File: config.mk
export PLATFORM = sky130hd
export DESIGN_NAME = bus_demux_flat
export DESIGN_NICKNAME = d
export VERILOG_FILES = /design/src/rtl/bus_demux_if.sv /design/src/rtl/bus_demux.sv /design/src/flat_wrapper.sv
export SDC_FILE = /design/constraint.sdc
export NUM_CORES = 1
export LEC_CHECK = 0
export ABC_AREA = 1
export ABC_CLOCK_PERIOD_IN_PS = 3800
export CAP_MARGIN = 40
export CORE_MARGIN = 4
export CORE_UTILIZATION = 51
export CTS_BUF_LIST = sky130_fd_sc_hd__clkbuf_8
export DETAILED_ROUTE_END_ITERATION = 10
export GPL_TIMING_DRIVEN = 0
export PLACE_DENSITY = 0.89
export SKIP_CTS_REPAIR_TIMING = 1
export SYNTH_ARGS = -nofsm -noshare
export SYNTH_HDL_FRONTEND = slang
export SYNTH_SLANG_ARGS = --single-unit
File: constraint.sdc
create_clock -name clk -period 3.8 [get_ports clk]
set_input_delay 0.95 -clock clk [delete_from_list [all_inputs] [get_ports clk]]
set_output_delay 0.95 -clock clk [all_outputs]
set_load 0.005 [all_outputs]
File: src/rtl/bus_demux_if.sv
// Bus-distributor handshake bundle: one shared input byte with select, and
// per-slot valid/ready toward the destination loads.
interface bus_demux_if #(
    parameter int unsigned WIDTH    = 8,
    parameter int unsigned SEL_BITS = 2
);
    localparam int unsigned NUM_OUT = 2 ** SEL_BITS;

    logic [WIDTH-1:0]         din;
    logic [SEL_BITS-1:0]      select;
    logic                     in_valid;
    logic                     in_ready;
    logic [NUM_OUT*WIDTH-1:0] dout;
    logic [NUM_OUT-1:0]       out_valid;
    logic [NUM_OUT-1:0]       out_ready;

    modport master (
        output din, select, in_valid, out_ready,
        input  in_ready, dout, out_valid
    );

    modport slave (
        input  din, select, in_valid, out_ready,
        output in_ready, dout, out_valid
    );
endinterface

File: src/rtl/bus_demux.sv
// Bus distributor: steers one bus byte into one of 2**SEL_BITS holding slots,
// each with its own valid/ready drain, and counts accepted transfers.
module bus_demux #(
    parameter int unsigned WIDTH    = 8,
    parameter int unsigned SEL_BITS = 2,
    parameter int unsigned CNT_BITS = 8
) (
    input  logic                clk,
    input  logic                rst_n,
    bus_demux_if.slave          bus,
    output logic [CNT_BITS-1:0] xfer_count
);
    localparam int unsigned NUM_OUT = 2 ** SEL_BITS;

    logic                     ready_c;
    logic                     accept_c;
    logic [NUM_OUT-1:0]       load_c;
    logic [NUM_OUT-1:0]       valid_q;
    logic [NUM_OUT*WIDTH-1:0] data_q;

    // Addressed slot can take a byte if empty or draining this same edge.
    assign ready_c  = rst_n & (~valid_q[bus.select] | bus.out_ready[bus.select]);
    assign accept_c = bus.in_valid & ready_c;

    assign bus.in_ready  = ready_c;
    assign bus.dout      = data_q;
    assign bus.out_valid = valid_q;

    always_comb begin
        load_c = '0;
        for (int unsigned i = 0; i < NUM_OUT; i++) begin
            load_c[i] = accept_c && (bus.select == SEL_BITS'(i));
        end
    end

    // Load wins over drain so a same-edge drain+accept keeps the slot valid.
    always_ff @(posedge clk or negedge rst_n) begin
        if (!rst_n) begin
            valid_q <= '0;
            data_q  <= '0;
        end else begin
            for (int unsigned i = 0; i < NUM_OUT; i++) begin
                if (load_c[i]) begin
                    valid_q[i]                <= 1'b1;
                    data_q[i*WIDTH +: WIDTH]  <= bus.din;
                end else if (bus.out_ready[i]) begin
                    valid_q[i]                <= 1'b0;
                end
            end
        end
    end

    always_ff @(posedge clk or negedge rst_n) begin
        if (!rst_n) begin
            xfer_count <= '0;
        end else if (accept_c) begin
            xfer_count <= xfer_count + CNT_BITS'(1);
        end
    end
endmodule

File: src/flat_wrapper.sv
// flat-port wrapper written by rule: the top's interface ports become plain ports
module bus_demux_flat 
#(
    parameter int unsigned WIDTH    = 8,
    parameter int unsigned SEL_BITS = 2,
    parameter int unsigned CNT_BITS = 8
)
  (clk, rst_n, xfer_count, bus_din, bus_select, bus_in_valid, bus_out_ready, bus_in_ready, bus_dout, bus_out_valid);
  bus_demux_if #(.WIDTH(WIDTH), .SEL_BITS(SEL_BITS)) bus_i ();
  input  logic clk;
  input  logic rst_n;
  output logic [CNT_BITS-1:0] xfer_count;
  input wire logic [$bits(bus_i.din)-1:0] bus_din;
  input wire logic [$bits(bus_i.select)-1:0] bus_select;
  input wire logic [$bits(bus_i.in_valid)-1:0] bus_in_valid;
  input wire logic [$bits(bus_i.out_ready)-1:0] bus_out_ready;
  output wire logic [$bits(bus_i.in_ready)-1:0] bus_in_ready;
  output wire logic [$bits(bus_i.dout)-1:0] bus_dout;
  output wire logic [$bits(bus_i.out_valid)-1:0] bus_out_valid;
  assign bus_i.din = bus_din;
  assign bus_i.select = bus_select;
  assign bus_i.in_valid = bus_in_valid;
  assign bus_i.out_ready = bus_out_ready;
  assign bus_in_ready = bus_i.in_ready;
  assign bus_dout = bus_i.dout;
  assign bus_out_valid = bus_i.out_valid;
  bus_demux #(.WIDTH(WIDTH), .SEL_BITS(SEL_BITS), .CNT_BITS(CNT_BITS)) u_core (.clk(clk), .rst_n(rst_n), .bus(bus_i), .xfer_count(xfer_count));
endmodule
==> summary.md, run 1 <==
| Metric | Value |
|---|---|
| Post-Synthesis Cell Area | `just under 2000 µm²` |
| GPL Wtd Cong | `0.723` |
| Layout area overhead | `38.2%` |
| Status | `finished clean` |
| Post-synth EDFFs | `0` |
| Total GRT Usage | `20.5%` |
| Crit Path Class | `in -> out` |
| Detailed Route Iter0 Violations | `62` |
| Core Util, Final | `73.5%` |
| Crit-path cells | `clkdlybuf4s50_1 -> nor2_4 -> nand2_1 -> nand2_1 -> nor2_4 -> a21boi_1 -> clkdlybuf4s50_1` |
| Most frequent cells in the layout | `nand2_1, clkdlybuf4s50_1, dfrtp_1, inv_1, nand3_1` |
| Unrepaired setup endpoints after global routing | `false` |
| Layout net count | `308` |
| Final worst slack | `167 ps` |
| HP Class | `reg -> reg` |
| Drc violations | `0` |
| Initial Utilization | `between 50 and 60%` |
| Global route total overflow | `0` |
| Slowest cell on crit path | `clkdlybuf4s50_1` |
| Final setup fails | `0` |
| MaxCap Viol Count | `0` |
| Place WS | `roughly 90 ps` |
| Num ports | `62` |
| Pwr Density | `roughly 530 nW/µm²` |
| Row cnt | `22` |
| Layout cells sized above 1 | `10.7%` |
| Least-Margin Pin Slew | `about 430 ps` |
| Vias post-DR | `1688` |
| Largest net degree at the start of global routing | `29` |
| WP data arrival | `~2700 ps` |
| Die H | `70.3 µm` |
| Clock Pin Slew Worst Setup and Hold Paths | `80 ps` |
| Vias in the first global route | `1745` |
| Max rail drop VDD | `0.000337 V` |
| Leading cell type in the layout, fill and taps excluded | `nand2_1` |
| Routed Antenna Nets | `0` |
| Final Slew Violations | `0` |
| I/O Buffers | `59` |
| CP delay by family, top | `buffers and inverters` |
| Buffer and inverter count on the worst path | `2` |
| Die width | `about 70 µm` |
| Final worst hold slack | `485 ps` |
| CP endpoint kind | `primary output` |
| Peak Freq | `roughly 280 MHz` |
| H-Tree Depth | `2` |
| Yosys cell types | `21` |
| Root buffer cell | `clkbuf_8` |
| Hold Vio Cnt, Final | `0` |
| Minimum clock period | `3630 ps` |
| Synthesized net count | `241` |
| CP max stage delay | `around 560 ps` |
| Clk Latency, worst-skew pair | `290 ps` |
| Register area share after synthesis | `55.7%` |
| Drt pass-1 iters | `4` |
| Core footprint | `3720 µm²` |
| Via-to-Cell Ratio | `around 5` |
| Flops & latches, synth | `44` |
| Drt total wl | `around 4800 µm` |
| Syn Inst Count | `223` |
| DIE AREA | `4940 µm²` |
| Final period utilization | `95.6%` |
| Ys flop type | `dfrtp_1` |
| Relative slew margins | `71.2%` |
| Worst path required time | `2850 ps` |
| HPWL after DPL | `around 3500 µm` |
| Clock Sinks | `44` |
| Worst Path Max Fanout | `7` |
| Initial antenna violation count | `0` |
| Leak | `around 0.0014 µW` |
| Avg Cell Area, Syn | `8.87 µm²` |
| Clk buf depth | `2` |
| Synth Warn # | `0` |
| FFs w/ async S/R, synth | `100%` |
| Wirelength per Cell | `around 14 µm` |
| First-pass GRT wire length | `8040 µm` |
| Clock Skews | `approximately 5.1 ps` |
| CTS tree | `built` |
| Num CTS Buffers | `5` |
| ANT cells | `0` |
| Setup crit start kind | `input port` |
[metal layers]
metal,vias to the layer above,track usage (%),part of all wire [%]
li1,822,-,-
met1,806,26.7,44
met2,54,32.1,49
met3,6,7.05,6.5
met4,0,6.38,0.92
met5,-,0,0
[worst min-delay path: cells and delay by family, from the launching register on]
kind,cells,cell delay [ps]
AND/OR/NAND/NOR,2,100
flip-flops,1,350
[where the power goes]
group / switching [µW] / internal [µW]
Clock: 151 / 143
Combinational: 185 / 285
Sequential: 92.9 / 577
[stage by stage]
step	instance area [µm²]	instances	total power, µW	setup TNS, ps
after floorplan	1980	223	852	0
after detailed placement	2640	331	1150	0
final	2730	339	1430	0
after global placement	2630	330	1130	-6530
after CTS	2730	339	1450	0
after global routing	2730	339	1520	0
[logic make-up after synthesis]
logic type | share of synthesized area (%)
buffers and inverters | 3.92
adders and majority gates | 0.633
DFF | 55.7
xor gates and xnor gates | 3.10
AOI/OAI and AO/OA | 3.86
and+or+nand+nor | 32.8
[path summary, 6_finish.rpt]
check                           slack, ps                 endpoint  depth (start not counted)                     from
worst min register to register        480      u_core.bus.dout[24]                          2      u_core.bus.dout[24]
worst max-delay path                  170             bus_in_ready                          7            bus_select[1]
worst max register to register       2320      u_core.bus.dout[12]                          9  u_core.bus.out_valid[3]
worst min-delay path                  480      u_core.bus.dout[24]                          2      u_core.bus.dout[24]
max in group asynchronous            2730      u_core.bus.dout[10]                          2                    rst_n
min in group asynchronous             590  u_core.bus.out_valid[1]                          1                    rst_n
[layout make-up]
| cell class | count | area [µm²] |
|---|---|---|
| well taps | 48 | 60.1 |
| clock inverters | 2 | 7.51 |
| clock buffers | 6 | 82.6 |
| fillers | 300 | 983 |
| repair buffers | 60 | 606 |
| multi-input cells | 162 | 798 |
| plain buffers | 4 | 28.8 |
| flip-flops and latches | 44 | 1100 |
| inverters | 13 | 48.8 |
[synthesized netlist by cell type, types with 2 or more instances]
master   number  area share, %
inv_1        11            2.1
nand3_1       7            1.8
nand4_2       4            2.5
nor2_1        4           0.76
inv_2         2           0.38
o21ai_0       4            1.0
o21ai_2       5            2.2
buf_2         2           0.51
nor2_4        6            3.4
dfrtp_1      44             56
xnor2_1       6            2.7
nand2_1     119             23
[state kept, by name (all words and copies together) (netlist names)]
name and count:
u_core.bus.dout 32, u_core.bus.out_valid 4, u_core.xfer_count 8
Power figures use the tool's default switching activity.
==> inputs of run 2 (changes only) <==
ABC_AREA = unset   (was 1)
CORE_MARGIN = unset   (was 4)
CORE_UTILIZATION = 50   (was 51)
RECOVER_POWER = 25   (was unset)
==> summary.md, run 2 <==
| Metric | Value |
|---|---|
| Area leader, netlist | `dfrtp_1` |
| Core footprint | `around 3400 µm²` |
| Clk Latency, worst-skew pair | `300 ps` |
| Number of placed instances, taps included | `~230` |
| CP max stage delay | `500 ps` |
| Setup crit start kind | `input port` |
| Largest family of logic cells by synthesized area | `multiplexers` |
| Initial antenna violation count | `0` |
| Vias post-DR | `1219` |
| Via-to-Cell Ratio | `5.17` |
| Yosys cell types | `22` |
| I/O Buffers | `60` |
| Avg Cell Area, Syn | `14.9 µm²` |
| Final setup fails | `0` |
| Top Layer Used | `met4` |
| Least-Margin Pin Slew | `between 800 and 900 ps` |
| Peak Freq | `275 MHz` |
| Worst Path Max Fanout | `2` |
| Area of the multi-input gates | `669 µm²` |
| Mux contribution to synthesized area | `22.0%` |
| Relative slew margins | `40.4%` |
| Final period utilization | `95.8%` |
| Wirelength per Cell | `between 15 and 20 µm` |
| Post-synthesis adder-cell area fraction | `less than 1%` |
| Drc violations | `0` |
| Drt pass-1 iters | `4` |
| # fillers | `223` |
| Num ports | `62` |
| Most common cell type on the critical path | `clkdlybuf4s50_1` |
| Synth Warn # | `0` |
| Routed Antenna Nets | `0` |
| Slowest cell on crit path | `clkdlybuf4s50_1` |
| Max rail drop VDD | `around 0.00032 V` |
| GPL Wtd Cong | `0.761` |
| Leak | `around 0.0011 µW` |
| Vias in the first global route | `1232` |
| Most common cell in the netlist | `dfrtp_1` |
| Post-Synthesis Cell Area | `1790 µm²` |
| Worst path required time | `2850 ps` |
| Met2 WL | `just under 2000 µm` |
| Sequential share of power | `46.2%` |
| Die width | `61.8 µm` |
| Clock Sinks | `44` |
| P_sw | `about 380 µW` |
| MaxCap Viol Count | `0` |
| Root buffer cell | `clkbuf_8` |
| Layout net count | `207` |
| Minimum clock period | `around 3600 ps` |
| Clock power share | `25.4%` |
| WP data arrival | `2690 ps` |
| Reg2Reg Setup Slack | `1940 ps` |
| H-Tree Depth | `2` |
| First-pass GRT wire length | `roughly 6000 µm` |
| Row cnt | `21` |
| DIE AREA | `3820 µm²` |
| FFs w/ async S/R, synth | `between 90% and 100%` |
| Most frequent cells in the layout | `clkdlybuf4s50_1, dfrtp_1, mux2_2, xor2_1` |
| ANT cells | `0` |
| HP Class | `reg -> reg` |
| Largest cells by area after synthesis | `dfrtp_1, mux2_2, xor2_1, nor4b_4, mux4_2` |
| CP delay by family, top | `buffers and inverters` |
| Num CTS Buffers | `5` |
| Hold Vio Cnt, Final | `0` |
| Die H | `between 60 and 70 µm` |
| Ys flop type | `dfrtp_1` |
| CTS tree | `built` |
| Post-synth EDFFs | `0` |
| Register Area | `1100 µm²` |
| Syn Inst Count | `120` |
| Sw Ratio | `26.2%` |
| Unrepaired setup endpoints after global routing | `false` |
| Total GRT Usage | `22.6%` |
| Clk buf depth | `2` |
| P_int | `1060 µW` |
| Max reg flops | `32` |
| Leading cell type in the layout, fill and taps excluded | `clkdlybuf4s50_1` |
| Buffer and inverter count on the worst path | `2` |
| Comb pwr share | `28.4%` |
| Simple-Gate Fraction of Synth Area | `11.3%` |
| Wire length on met1 | `roughly 1600 µm` |
| Synthesized net count | `138` |
| Drt total wl | `3800 µm` |
| Clock Pin Slew Worst Setup and Hold Paths | `roughly 90 ps` |
| Synth Area in XOR/XNOR | `under 10%` |
| HPWL after DPL | `2750 µm` |
| Flops & latches, synth | `44` |
| Commonest cells in the netlist | `dfrtp_1, mux2_2, xor2_1` |
| Layout cells sized above 1 | `25.8%` |
| Synth top area share | `61.5%` |
| Global route total overflow | `0` |
| Status | `finished clean` |
| Register area share after synthesis | `61.5%` |
| Post-Route Setup TNS | `0 ps` |
| Crit Path Class | `in -> out` |
| Final Slew Violations | `0` |
| Detailed Route Iter0 Violations | `28` |
| Initial Utilization | `52.8%` |
| Crit-path cells | `clkdlybuf4s50_1 -> and2b_1 -> mux4_2 -> nor2_1 -> clkdlybuf4s50_1` |
| CP endpoint kind | `primary output` |
| Clock Skews | `5.11 ps` |
| Met3 WL post-DR | `about 250 µm` |
| Layout area overhead | `44.4%` |
| Largest net degree at the start of global routing | `32` |
| Pwr Total | `approximately 1400 µW` |
| Complex-gate fraction of the synthesized area | `0%` |
| Pwr Density | `556 nW/µm²` |
| Final Non-Filler Cells | `236` |
## run 2: cell types whose count changed after synthesis, sizes merged, moves of 3 or more
cell / change
nand2: -115
mux2: +33
inv: -11
o21ai: -10
nor2: -6
xnor2: -5
xor2: +5
nand3: -4
buf: -3
nor2b: +3
nor3: +3
## run 2: worst reg2reg max path: cells and delay by family (launching register included)
family	cells	cell delay (ps)
muxes	2	840
DFF	1	380
and+or+nand+nor	2	360
buffers and inverters	1	180
## run 2: power groups by stage
stage	clock [µW]	combinational (µW)	sequential, µW
2_1_floorplan	0	120	669
5_1_grt	387	447	679
3_5_place_dp	0	410	669
3_3_place_gp	0	395	661
6_report	365	407	664
4_1_cts	368	414	663
## run 2: path summary, 6_finish.rpt
kind,start,to,cells past startpoint
setup / recovery,bus_out_ready[2],bus_in_ready,5
hold / removal,u_core.xfer_count[7],u_core.xfer_count[7],1
setup reg to reg,u_core.bus.out_valid[1],u_core.xfer_count[1],5
hold reg to reg,u_core.xfer_count[7],u_core.xfer_count[7],1
max in group asynchronous,rst_n,u_core.bus.dout[0],2
min in group asynchronous,rst_n,u_core.xfer_count[7],1
## run 2: kinds of logic (layout without fill, tap and decap cells)
group,Yosys count,count (layout)
flip-flops,44,44
multiplexers,34,34
AND/OR/NAND/NOR,31,31
XOR/XNOR,7,7
buffers and inverters,3,73
adder cells (fa/ha/maj),1,1
## run 2: routing by layer
layer / vias up / global-route usage, %
met5: - / 0
met4: 0 / 7.62
met3: 5 / 8.28
met2: 37 / 37.9
met1: 612 / 26.9
li1: 565 / -
## run 2: area by class of cell
cell class	count	share of cell area [%]
clock buffer	5	2.66
sequential	44	42.6
multi-input combinational	73	25.9
timing repair buffer	62	24.1
clock inverter	3	1.79
buffer	1	0.436
inverter	2	0.291
tap	46	2.23
## run 2: through the flow
| step | utilization (%) | setup WS (ps) | hold WS [ps] | instance area (µm²) |
|---|---|---|---|---|
| global placement | 72.2 | -843 | 456 | 2450 |
| floorplan | - | 1090 | 465 | 1790 |
| global route | 76.2 | 98.2 | 515 | 2580 |
| finish | 76.2 | 161 | 487 | 2580 |
| detailed placement | 72.6 | 51.2 | 468 | 2460 |
| CTS | 76.0 | 52.8 | 484 | 2580 |
==> inputs of run 3 (changes only) <==
CTS_CLUSTER_DIAMETER = 40   (was unset)
==> results of run 3 <==
Final layout, timing and power as in run 2 (identical DEF).
